[src/rtl/clk_pattern_gen_if.sv]
// Config port for clk_pattern_gen: one valid/ready transfer carries a channel
// index plus the new high, low and phase counts for that channel.
interface clk_pattern_gen_if #(
   parameter int CH_W  = 1,
   parameter int CNT_W = 8
);
   logic             cfg_valid;
   logic             cfg_ready;
   logic [CH_W-1:0]  cfg_ch;
   logic [CNT_W-1:0] cfg_ton;
   logic [CNT_W-1:0] cfg_toff;
   logic [CNT_W-1:0] cfg_phase;

   modport master (output cfg_valid, cfg_ch, cfg_ton, cfg_toff, cfg_phase,
                   input  cfg_ready);
   modport slave  (input  cfg_valid, cfg_ch, cfg_ton, cfg_toff, cfg_phase,
                   output cfg_ready);
endinterface

[src/rtl/clk_pattern_gen.sv]
// clk_pattern_gen: CHANNELS independent registered square waves with
// run-time programmable high/low times. New settings land in a per-channel
// shadow and are copied to the active set only at a period boundary or while
// idle, so a running waveform is never truncated.
// Optional feature macro: PHASE_OFFSET_EN adds a per-channel start delay
// (PHASE state) applied on every IDLE -> run transition.
module clk_pattern_gen #(
   parameter int CHANNELS = 2,
   parameter int CNT_W    = 8,
   parameter int TON_DEF  = 5,
   parameter int TOFF_DEF = 5,
   parameter int CH_W     = (CHANNELS > 1) ? $clog2(CHANNELS) : 1
) (
   input  logic                clk,
   input  logic                rst_n,
   input  logic                en,
   clk_pattern_gen_if.slave    cfg,
   output logic [CHANNELS-1:0] clk_out,
   output logic [CHANNELS-1:0] period_done
);

   typedef enum logic [1:0] {S_IDLE, S_PHASE, S_HIGH, S_LOW} state_e;

   localparam logic [CNT_W-1:0] ONE = CNT_W'(1);

   logic [CHANNELS-1:0] pending;

`ifndef PHASE_OFFSET_EN
   logic [CNT_W-1:0] unused_phase;
   assign unused_phase = cfg.cfg_phase;
`endif

   // Ready is per target channel: a second write stalls until the shadow is consumed.
   // Out-of-range channel numbers always see ready and are dropped.
   always_comb begin
      cfg.cfg_ready = 1'b1;
      for (int i = 0; i < CHANNELS; i++)
         if (cfg.cfg_ch == CH_W'(i)) cfg.cfg_ready = !pending[i];
   end

   for (genvar i = 0; i < CHANNELS; i++) begin : g_ch
      state_e           state_q, state_d;
      logic [CNT_W-1:0] cnt_q, cnt_d;
      logic [CNT_W-1:0] ton_q, ton_d, toff_q, toff_d;
      logic [CNT_W-1:0] sh_ton_q, sh_ton_d, sh_toff_q, sh_toff_d;
      logic             pend_q, pend_d, clk_q, clk_d, done_q, done_d;
      logic             wr, pe;
      logic [CNT_W-1:0] eff_ton, eff_toff;
      state_e           st_s;
      logic [CNT_W-1:0] st_c;
`ifdef PHASE_OFFSET_EN
      logic [CNT_W-1:0] phase_q, phase_d, sh_phase_q, sh_phase_d, eff_phase;
`endif

      // Next-state: handshake capture, shadow copy, waveform FSM and output decode.
      always_comb begin
         wr       = cfg.cfg_valid && !pend_q && (cfg.cfg_ch == CH_W'(i));
         eff_ton  = pend_q ? sh_ton_q  : ton_q;
         eff_toff = pend_q ? sh_toff_q : toff_q;
         // Last cycle of a period: end of LOW, or end of HIGH when there is no LOW.
         pe = en && cnt_q == ONE &&
              ((state_q == S_LOW) || (state_q == S_HIGH && toff_q == '0));
         // Period start using the settings about to become active.
         if (eff_ton != '0) begin
            st_s = S_HIGH; st_c = eff_ton;
         end else if (eff_toff != '0) begin
            st_s = S_LOW;  st_c = eff_toff;
         end else begin
            st_s = S_IDLE; st_c = '0;
         end
         state_d   = state_q;
         cnt_d     = cnt_q;
         ton_d     = ton_q;
         toff_d    = toff_q;
         sh_ton_d  = sh_ton_q;
         sh_toff_d = sh_toff_q;
         pend_d    = pend_q;
`ifdef PHASE_OFFSET_EN
         eff_phase  = pend_q ? sh_phase_q : phase_q;
         phase_d    = phase_q;
         sh_phase_d = sh_phase_q;
`endif
         if (wr) begin
            sh_ton_d  = cfg.cfg_ton;
            sh_toff_d = cfg.cfg_toff;
            pend_d    = 1'b1;
`ifdef PHASE_OFFSET_EN
            sh_phase_d = cfg.cfg_phase;
`endif
         end
         if (pend_q && (state_q == S_IDLE || pe)) begin
            ton_d  = sh_ton_q;
            toff_d = sh_toff_q;
            pend_d = 1'b0;
`ifdef PHASE_OFFSET_EN
            phase_d = sh_phase_q;
`endif
         end
         if (!en) begin
            state_d = S_IDLE;
            cnt_d   = '0;
         end else begin
            case (state_q)
               S_IDLE: begin
`ifdef PHASE_OFFSET_EN
                  if (eff_phase != '0) begin
                     state_d = S_PHASE; cnt_d = eff_phase;
                  end else begin
                     state_d = st_s; cnt_d = st_c;
                  end
`else
                  state_d = st_s; cnt_d = st_c;
`endif
               end
`ifdef PHASE_OFFSET_EN
               // Delay ends without a boundary copy; use the active set.
               S_PHASE: begin
                  if (cnt_q > ONE)          cnt_d = cnt_q - ONE;
                  else if (ton_q != '0)  begin state_d = S_HIGH; cnt_d = ton_q;  end
                  else if (toff_q != '0) begin state_d = S_LOW;  cnt_d = toff_q; end
                  else                   begin state_d = S_IDLE; cnt_d = '0;     end
               end
`endif
               S_HIGH: begin
                  if (cnt_q > ONE)        cnt_d = cnt_q - ONE;
                  else if (toff_q != '0) begin state_d = S_LOW; cnt_d = toff_q; end
                  else                 begin state_d = st_s;  cnt_d = st_c;   end
               end
               S_LOW: begin
                  if (cnt_q > ONE) cnt_d = cnt_q - ONE;
                  else          begin state_d = st_s; cnt_d = st_c; end
               end
               default: begin
                  state_d = S_IDLE; cnt_d = '0;
               end
            endcase
         end
         clk_d  = en && (state_q == S_HIGH);
         done_d = pe;
      end

      // Channel state registers; reset restores defaults and drops any pending write.
      always_ff @(posedge clk or negedge rst_n) begin
         if (!rst_n) begin
            state_q   <= S_IDLE;
            cnt_q     <= '0;
            ton_q     <= CNT_W'(TON_DEF);
            toff_q    <= CNT_W'(TOFF_DEF);
            sh_ton_q  <= CNT_W'(TON_DEF);
            sh_toff_q <= CNT_W'(TOFF_DEF);
            pend_q    <= 1'b0;
            clk_q     <= 1'b0;
            done_q    <= 1'b0;
`ifdef PHASE_OFFSET_EN
            phase_q    <= '0;
            sh_phase_q <= '0;
`endif
         end else begin
            state_q   <= state_d;
            cnt_q     <= cnt_d;
            ton_q     <= ton_d;
            toff_q    <= toff_d;
            sh_ton_q  <= sh_ton_d;
            sh_toff_q <= sh_toff_d;
            pend_q    <= pend_d;
            clk_q     <= clk_d;
            done_q    <= done_d;
`ifdef PHASE_OFFSET_EN
            phase_q    <= phase_d;
            sh_phase_q <= sh_phase_d;
`endif
         end
      end

      assign pending[i]     = pend_q;
      assign clk_out[i]     = clk_q;
      assign period_done[i] = done_q;
   end

endmodule

[src/flat_wrapper.sv]
// flat-port wrapper written by rule: the top's interface ports become plain ports
module clk_pattern_gen_flat 
#(
   parameter int CHANNELS = 2,
   parameter int CNT_W    = 8,
   parameter int TON_DEF  = 5,
   parameter int TOFF_DEF = 5,
   parameter int CH_W     = (CHANNELS > 1) ? $clog2(CHANNELS) : 1
)
  (clk, rst_n, en, clk_out, period_done, cfg_cfg_valid, cfg_cfg_ch, cfg_cfg_ton, cfg_cfg_toff, cfg_cfg_phase, cfg_cfg_ready);
  clk_pattern_gen_if #(.CH_W(CH_W), .CNT_W(CNT_W)) cfg_i ();
  input  logic clk;
  input  logic rst_n;
  input  logic en;
  output logic [CHANNELS-1:0] clk_out;
  output logic [CHANNELS-1:0] period_done;
  input wire logic [$bits(cfg_i.cfg_valid)-1:0] cfg_cfg_valid;
  input wire logic [$bits(cfg_i.cfg_ch)-1:0] cfg_cfg_ch;
  input wire logic [$bits(cfg_i.cfg_ton)-1:0] cfg_cfg_ton;
  input wire logic [$bits(cfg_i.cfg_toff)-1:0] cfg_cfg_toff;
  input wire logic [$bits(cfg_i.cfg_phase)-1:0] cfg_cfg_phase;
  output wire logic [$bits(cfg_i.cfg_ready)-1:0] cfg_cfg_ready;
  assign cfg_i.cfg_valid = cfg_cfg_valid;
  assign cfg_i.cfg_ch = cfg_cfg_ch;
  assign cfg_i.cfg_ton = cfg_cfg_ton;
  assign cfg_i.cfg_toff = cfg_cfg_toff;
  assign cfg_i.cfg_phase = cfg_cfg_phase;
  assign cfg_cfg_ready = cfg_i.cfg_ready;
  clk_pattern_gen #(.CHANNELS(CHANNELS), .CNT_W(CNT_W), .TON_DEF(TON_DEF), .TOFF_DEF(TOFF_DEF), .CH_W(CH_W)) u_core (.clk(clk), .rst_n(rst_n), .en(en), .cfg(cfg_i), .clk_out(clk_out), .period_done(period_done));
endmodule
[config.mk]
export PLATFORM = sky130hd
export DESIGN_NAME = clk_pattern_gen_flat
export DESIGN_NICKNAME = d
export VERILOG_FILES = /design/src/rtl/clk_pattern_gen_if.sv /design/src/rtl/clk_pattern_gen.sv /design/src/flat_wrapper.sv
export SDC_FILE = /design/constraint.sdc
export NUM_CORES = 1
export LEC_CHECK = 0
export ABC_AREA = 1
export CAP_MARGIN = 25
export CORE_AREA = 2 2 144 146
export DETAILED_ROUTE_END_ITERATION = 8
export DIE_AREA = 0 0 146 148
export GPL_TIMING_DRIVEN = 1
export PLACE_DENSITY = 0.47
export SLEW_MARGIN = 10
export SYNTH_ARGS = -nofsm -noshare
export SYNTH_HDL_FRONTEND = slang
export SYNTH_SLANG_ARGS = --single-unit
[constraint.sdc]
create_clock -name clk -period 1.9 [get_ports clk]
set_clock_uncertainty 0.15 [all_clocks]
set_input_delay 0.19 -clock clk [delete_from_list [all_inputs] [get_ports clk]]
set_output_delay 0.19 -clock clk [all_outputs]
set_load 0.01 [all_outputs]
# ---- Yosys cells after proc, flatten, opt, wreduce, memory -nomap -nowiden
# Cells that the tools add are included.
# W data, S select, Z words.
dict set report word_totals {
  ff_bits 90
  in_bits 29
  out_inout_bits 5
  wordCells 104
}
dict set report classes {
  add_sub_neg 2
  n_lt_le_gt_ge 2
  n_eq_ne 10
  n_mux 37
  bitwise 1
  reduce_logical 34
}
# cell n
set ops {}
lappend ops {{$mux W8} 16}
lappend ops {{$pmux W8 S3} 2}
lappend ops {{$reduce_bool A8 Y1} 6}
lappend ops {{$mux W2} 12}
lappend ops {{$eq A8 B1 Y1 const B} 2}
lappend ops {{$gt A8 B1 Y1 const B} 2}
lappend ops {{$logic_not A8 Y1} 2}
lappend ops {{$sub A8 B1 Y8 const B} 2}
lappend ops {{$logic_and A1 B1 Y1} 14}
lappend ops {{$ne A3 B3 Y1 const B} 4}
lappend ops {{$pmux W2 S3} 2}
lappend ops {{$eq A2 B2 Y1 const B} 4}
lappend ops {{$mux W1} 5}
lappend ops {{$logic_not A2 Y1} 2}
lappend ops {{$logic_or A1 B1 Y1} 4}
lappend ops {{$reduce_and A2 Y1} 2}
lappend ops {{$reduce_bool A2 Y1} 2}
lappend ops {{$logic_not A1 Y1} 2}
lappend ops {{$not A1 Y1} 1}

# ---- Depth between registers and ports, before layout
dict set report depth {
  word_depth 8
  ltp_mapped 12
  depth_no_buf 11
}

# ---- Worst setup path after synthesis
# Ideal clock, no wire load.
dict set report synth_path {
  kind {register to register}
  startpoint {register u_core.g_ch[1].state_q[0]}
  endpoint {register u_core.g_ch[1].pend_q}
  setup_time_ns 0.065
  arrival_time_ns 1.581
  required_ns 1.685
  path_slack_ns 0.104
  path_stages_with_launch 10
  n_path_buf 1
  period_less_slack_ns 1.796
  path_cell_list {dfrtp_1 -> inv_1 -> ha_1 -> nor2_1 -> inv_2 -> o21ai_2 -> nor2_2 -> o21ai_2 -> buf_2 -> o21a_1}
}
dict set report synth_between {
  elab_chain_len 7
  elab_cells_between_ends 10
  classes_between {eq/ne: 2; mux: 1; reduce/logical: 7}
}
# element line_no
set synth_lines {}
lappend synth_lines {{start, declared} clk_pattern_gen.sv:42} ;# state_e state_q, state_d;
lappend synth_lines {{start signal, assigned} clk_pattern_gen.sv:159} ;# state_q <= state_d;
lappend synth_lines {{$eq A2 B2 Y1} clk_pattern_gen.sv:62} ;# ((state_q == S_LOW) || (state_q == S_HIGH && toff_q == '0));
lappend synth_lines {{$logic_and A1 B1 Y1} clk_pattern_gen.sv:62}
lappend synth_lines {{$logic_or A1 B1 Y1 *} clk_pattern_gen.sv:62}
lappend synth_lines {{$logic_and A1 B1 Y1 *} clk_pattern_gen.sv:61} ;# pe = en && cnt_q == ONE &&
lappend synth_lines {{named net u_core.g_ch[1].done_d} clk_pattern_gen.sv:46} ;# logic pend_q, pend_d, clk_q, clk_d, done_q, done_d;
lappend synth_lines {{$logic_or A1 B1 Y1 *} clk_pattern_gen.sv:91} ;# if (pend_q && (state_q == S_IDLE || pe)) begin
lappend synth_lines {{$logic_and A1 B1 Y1 *} clk_pattern_gen.sv:91}
lappend synth_lines {{$mux W1 or $reduce_bool A2 Y1 (tied branches)} -}
lappend synth_lines {{end signal, assigned} clk_pattern_gen.sv:165} ;# pend_q <= pend_d;
lappend synth_lines {{end, declared} clk_pattern_gen.sv:46}
# Mark *: on every way through the listed nets, which the timed path passes. The rest lies on a longest branch.
# A chain may end at the register's enable or synchronous reset.

# ---- Worst setup path in the final report
dict set report layout_path {
  startpoint {register u_core.g_ch[1].toff_q[2]}
  endpoint {register u_core.g_ch[1].ton_q[7]}
}
dict set report layout_between {
  elab_chain_len 6
}
# element line_no
set layout_lines {}
lappend layout_lines {{start, declared} clk_pattern_gen.sv:44} ;# logic [CNT_W-1:0] ton_q, ton_d, toff_q, toff_d;
lappend layout_lines {{start signal, assigned} clk_pattern_gen.sv:148} ;# toff_q <= CNT_W'(TOFF_DEF);
lappend layout_lines {{start signal, assigned} clk_pattern_gen.sv:162} ;# toff_q <= toff_d;
lappend layout_lines {{$logic_not A8 Y1} clk_pattern_gen.sv:62}
lappend layout_lines {{$logic_and A1 B1 Y1} clk_pattern_gen.sv:62}
lappend layout_lines {{$logic_or A1 B1 Y1} clk_pattern_gen.sv:62}
lappend layout_lines {{$logic_and A1 B1 Y1} clk_pattern_gen.sv:61}
lappend layout_lines {{named net u_core.g_ch[1].done_d} clk_pattern_gen.sv:46}
lappend layout_lines {{$logic_or A1 B1 Y1} clk_pattern_gen.sv:91}
lappend layout_lines {{$logic_and A1 B1 Y1} clk_pattern_gen.sv:91}
lappend layout_lines {{end signal, assigned} clk_pattern_gen.sv:147} ;# ton_q <= CNT_W'(TON_DEF);
lappend layout_lines {{end signal, assigned} clk_pattern_gen.sv:161} ;# ton_q <= ton_d;
lappend layout_lines {{end, declared} clk_pattern_gen.sv:44}
# The timed path passes the listed nets, and every way through them passes these cells.

==> implementation parameters <==
Parameter                              Value

Setup path
  Crit Path Class ... reg -> reg
  Crit path largest cell delay ... 0.57 ns
  Buffers & Inverters on Critical Path ... 1
  Endpoint type of the worst setup path ... flop
  Startpoint type of the worst setup path ... flop
  Biggest fanout along the worst timing path ... 8
  Critical path data required time ... 2.02 ns
  Worst endpoint data arrival time ... 2.06 ns
  Cell at the slowest stage of the critical path ... dfstp_2
  Reg-to-reg slack, setup ... -0.05 ns
  Crit-path most repeated cell ... nor2_2
  Cells along the critical path ... nor2_2 > nand3_2 > nor2_4 > o21ai_2 > nor2_2 > o21ai_4 > clkbuf_16 > nand2_1 > o21ai_1
  Worst path top cell family by delay ... flip-flops

Global route
  Largest net degree at the start of global routing ... 91
  Initial antenna violation count ... 0
  Vias in the first global route ... 4,025
  All-Layer GR Usage ... 12.0%
  GRT Residual Overflow ... 0
  Global-route wire length before repair ... 20,700 µm

STA
  Setup repair after global routing missed its margin ... true
  Hold violation count in the final report ... 0
  Final worst-path setup slack ... -0.0453 ns
  Final period demand of the worst path ... 1.95 ns
  Actual slew at the worst max-slew pin ... 0.509 ns
  Final setup violation count ... 16
  Normalized max-slew margin ... 66.0%
  Peak Freq ... 514 MHz
  Max-slew violation count ... 0
  Fin crit share ... 102%

Clocking
  Clock buffers created by TritonCTS ... 9
  Library cell used as clock root buffer ... clkbuf_16
  TritonCTS clock tree ... done
  Clk pin slew, worst setup/hold paths ... 0.07 ns
  Worst-skew pair later-pin latency ... 0.34 ns
  TritonCTS Sinks ... 90
  Number of buffers on the longest clock path ... 2
  Number of H-tree levels ... 3

Yosys
  Syn Std Cell Area ... 0.00495 mm²
  Commonest register cell after synthesis ... dfrtp_1
  Number of enable flip-flop cells after synthesis ... 0
  Share of synthesized flip-flops with an asynchronous set or reset ... 100%
  Number of warnings reported in the yosys synthesis log ... 0
  Area fraction of the dominant cell type after synthesis ... 37.4%
  Number of cells produced by synthesis ... 644
  Top cells by area, synth ... dfrtp_1, nand2_1, dfstp_2, inv_1, o21ai_0
  Cell taking the most area after synthesis ... dfrtp_1
  FF+latch count, synth ... 90
  Total nets after synthesis ... 685
  Per-instance average area after synthesis ... 7.69 µm²
  Cell variety after synth ... 40
  Proportion of synthesized chip area in sequential cells ... 45.9%

Status
  Outcome ... complete, but fails checks
  Failing checks ... setup timing

Routing
  Via-per-instance ratio ... 4.42
  Wirelength, routed ... 13,900 µm
  Routed wire length on met2 ... 6090 µm
  Length of the first detailed-routing pass in iterations ... 5
  Residual DRC ... 0
  Number of antenna-violating nets in the routed design ... 0
  Detailed-route via count ... 4,385
  Highest routing layer actually used ... met4
  Total met3 wirelength after detailed routing ... 420 µm
  Sum of routed wire segments on met1 ... 7210 µm
  Average detailed-routed wire length per instance ... 14.0 µm
  1st-iter DRT viols ... 297

Power
  Power density over cell area ... 1800 mW/mm²
  Max rail drop VDD ... 0.483 mV
  Static power due to leakage ... 3.04 nW
  Sum of internal, switching and leakage power ... 11.9 mW

Cells and area
  Final Util ... 33.1%
  Most common cell after layout, fill and taps aside ... nand2_1
  Final Instance Count excl. Fillers ... 991
  Share of layout cells above drive strength 1 ... 27.0%
  Count of inserted antenna diode cells ... 0
  Number of nets in the layout ... 757
  Area overhead of the layout relative to synthesis ... 33.7%
  Top library cells by usage in the layout, fill and taps aside ... nand2_1, inv_1, dfrtp_1

Place
  Placed insts ... 953
  Quantity of I/O buffers inserted on ports ... 25
  Gp weighted congestion ... 0.802
  Total half-perimeter wirelength after legalization and detailed placement ... 9190 µm

Run
  Number of max-cap violations ... 0

Hold path
  Worst min-delay path class ... in -> async

Floorplanning
  Ports placed on the boundary ... 34
  Num rows ... 52
  Die Wd ... 146 µm
  CORE AREA ... 0.0200 mm²
  Die area ... 0.0216 mm²
  Initial core utilization ... 24.7%
  Die height ... 148 µm
timing repair:
item,4_1_cts,5_1_grt
pin swaps,0,3
gates resized for setup,2,90
gates cloned,0,8
hold endpoints to repair,74,0
setup endpoints to repair,1,54
hold buffers,1,0
buffers inserted,0,13
path summary, 6_finish.rpt:
check,from,to,cells past startpoint
worst min-delay path,rst_n,u_core.g_ch[1].ton_q[5],3
max in group asynchronous,rst_n,u_core.g_ch[0].ton_q[0],3
min in group clk,cfg_cfg_toff[0],u_core.g_ch[0].sh_toff_q[0],3
worst max-delay path,u_core.g_ch[1].toff_q[2],u_core.g_ch[1].ton_q[7],9
worst max register to register,u_core.g_ch[1].toff_q[2],u_core.g_ch[1].ton_q[7],9
worst min register to register,u_core.g_ch[1].ton_q[0],u_core.g_ch[1].ton_q[0],2
worst register-to-register path: cells and delay by family, from the launching register on:
family	cells	cell delay, ns
AO/OA/AOI/OAI	3	0.55
buffers and inverters	1	0.26
flip-flops	1	0.57
AND/OR/NAND/NOR	5	0.34
metal layers:
metal,GRT usage (%),vias to the layer above
li1,-,2200
met1,17.7,2101
met2,18.2,73
met3,1.64,11
met4,3.93,0
met5,0,-
flip-flops by register name, summed over array words and instances (netlist names):
| signal | count |
|---|---|
| u_core.g_ch.cnt_q | 16 |
| u_core.g_ch.pend_q | 2 |
| u_core.g_ch.toff_q | 16 |
| u_core.g_ch.clk_q | 2 |
| u_core.g_ch.sh_ton_q | 16 |
| u_core.g_ch.ton_q | 16 |
| u_core.g_ch.done_q | 2 |
| u_core.g_ch.sh_toff_q | 16 |
| u_core.g_ch.state_q | 4 |
synth_stat cells, types with 2 or more instances:
cell and instances:
inv_1 83, o21ai_2 10, dfstp_2 16, o21a_1 2, nor2_4 2, nand4_1 3, ha_1 12, o21ai_1 45
buf_4 6, a21oi_1 20, buf_6 4, nand3_2 2, nand2_1 175, dfrtp_1 74, o21ai_0 60, clkbuf_1 4
buf_2 8, nor2_1 45, xor2_1 5, inv_2 4, nand2_2 5, nor2_2 9, o22ai_1 2, nand3_1 32
report_power, final:
group | switching, mW | internal, mW | total [mW]
Clock | 0.762 | 1.15 | 1.91
Combinational | 3.85 | 2.75 | 6.60
Sequential | 0.538 | 2.85 | 3.39
logic make-up (layout without fill, tap and decap cells):
| logic type | after synthesis | count (layout) | share of synthesized area (%) |
|---|---|---|---|
| buf+inv | 111 | 188 | 9.90 |
| flops | 90 | 90 | 45.9 |
| xor+xnor | 6 | 6 | 1.06 |
| simple gates | 278 | 278 | 23.7 |
| fa+ha+maj | 12 | 12 | 3.03 |
| compound gates | 147 | 147 | 16.4 |
layout make-up:
type | count | area (µm²)
Tap cell | 270 | 338
Clock buffer | 11 | 233
Timing Repair Buffer | 84 | 887
Clock inverter | 5 | 78.8
Sequential cell | 90 | 2270
Multi-Input combinational cell | 443 | 2480
Inverter | 88 | 333
Fill cell | 2200 | 13400
through the flow:
stage	instance area [µm²]	TNS, ns	hold slack (ns)	worst slack, ns
floorplan	4950	0	-0.256	0.104
global placement	5740	0	0.135	0.0548
detailed placement	5740	0	0.138	0.0587
CTS	6060	0	0.287	0.0467
global route	6630	-1.93	0.309	-0.106
finish	6630	-0.345	0.281	-0.0453
No activity file was read; power rests on OpenSTA's default activity.
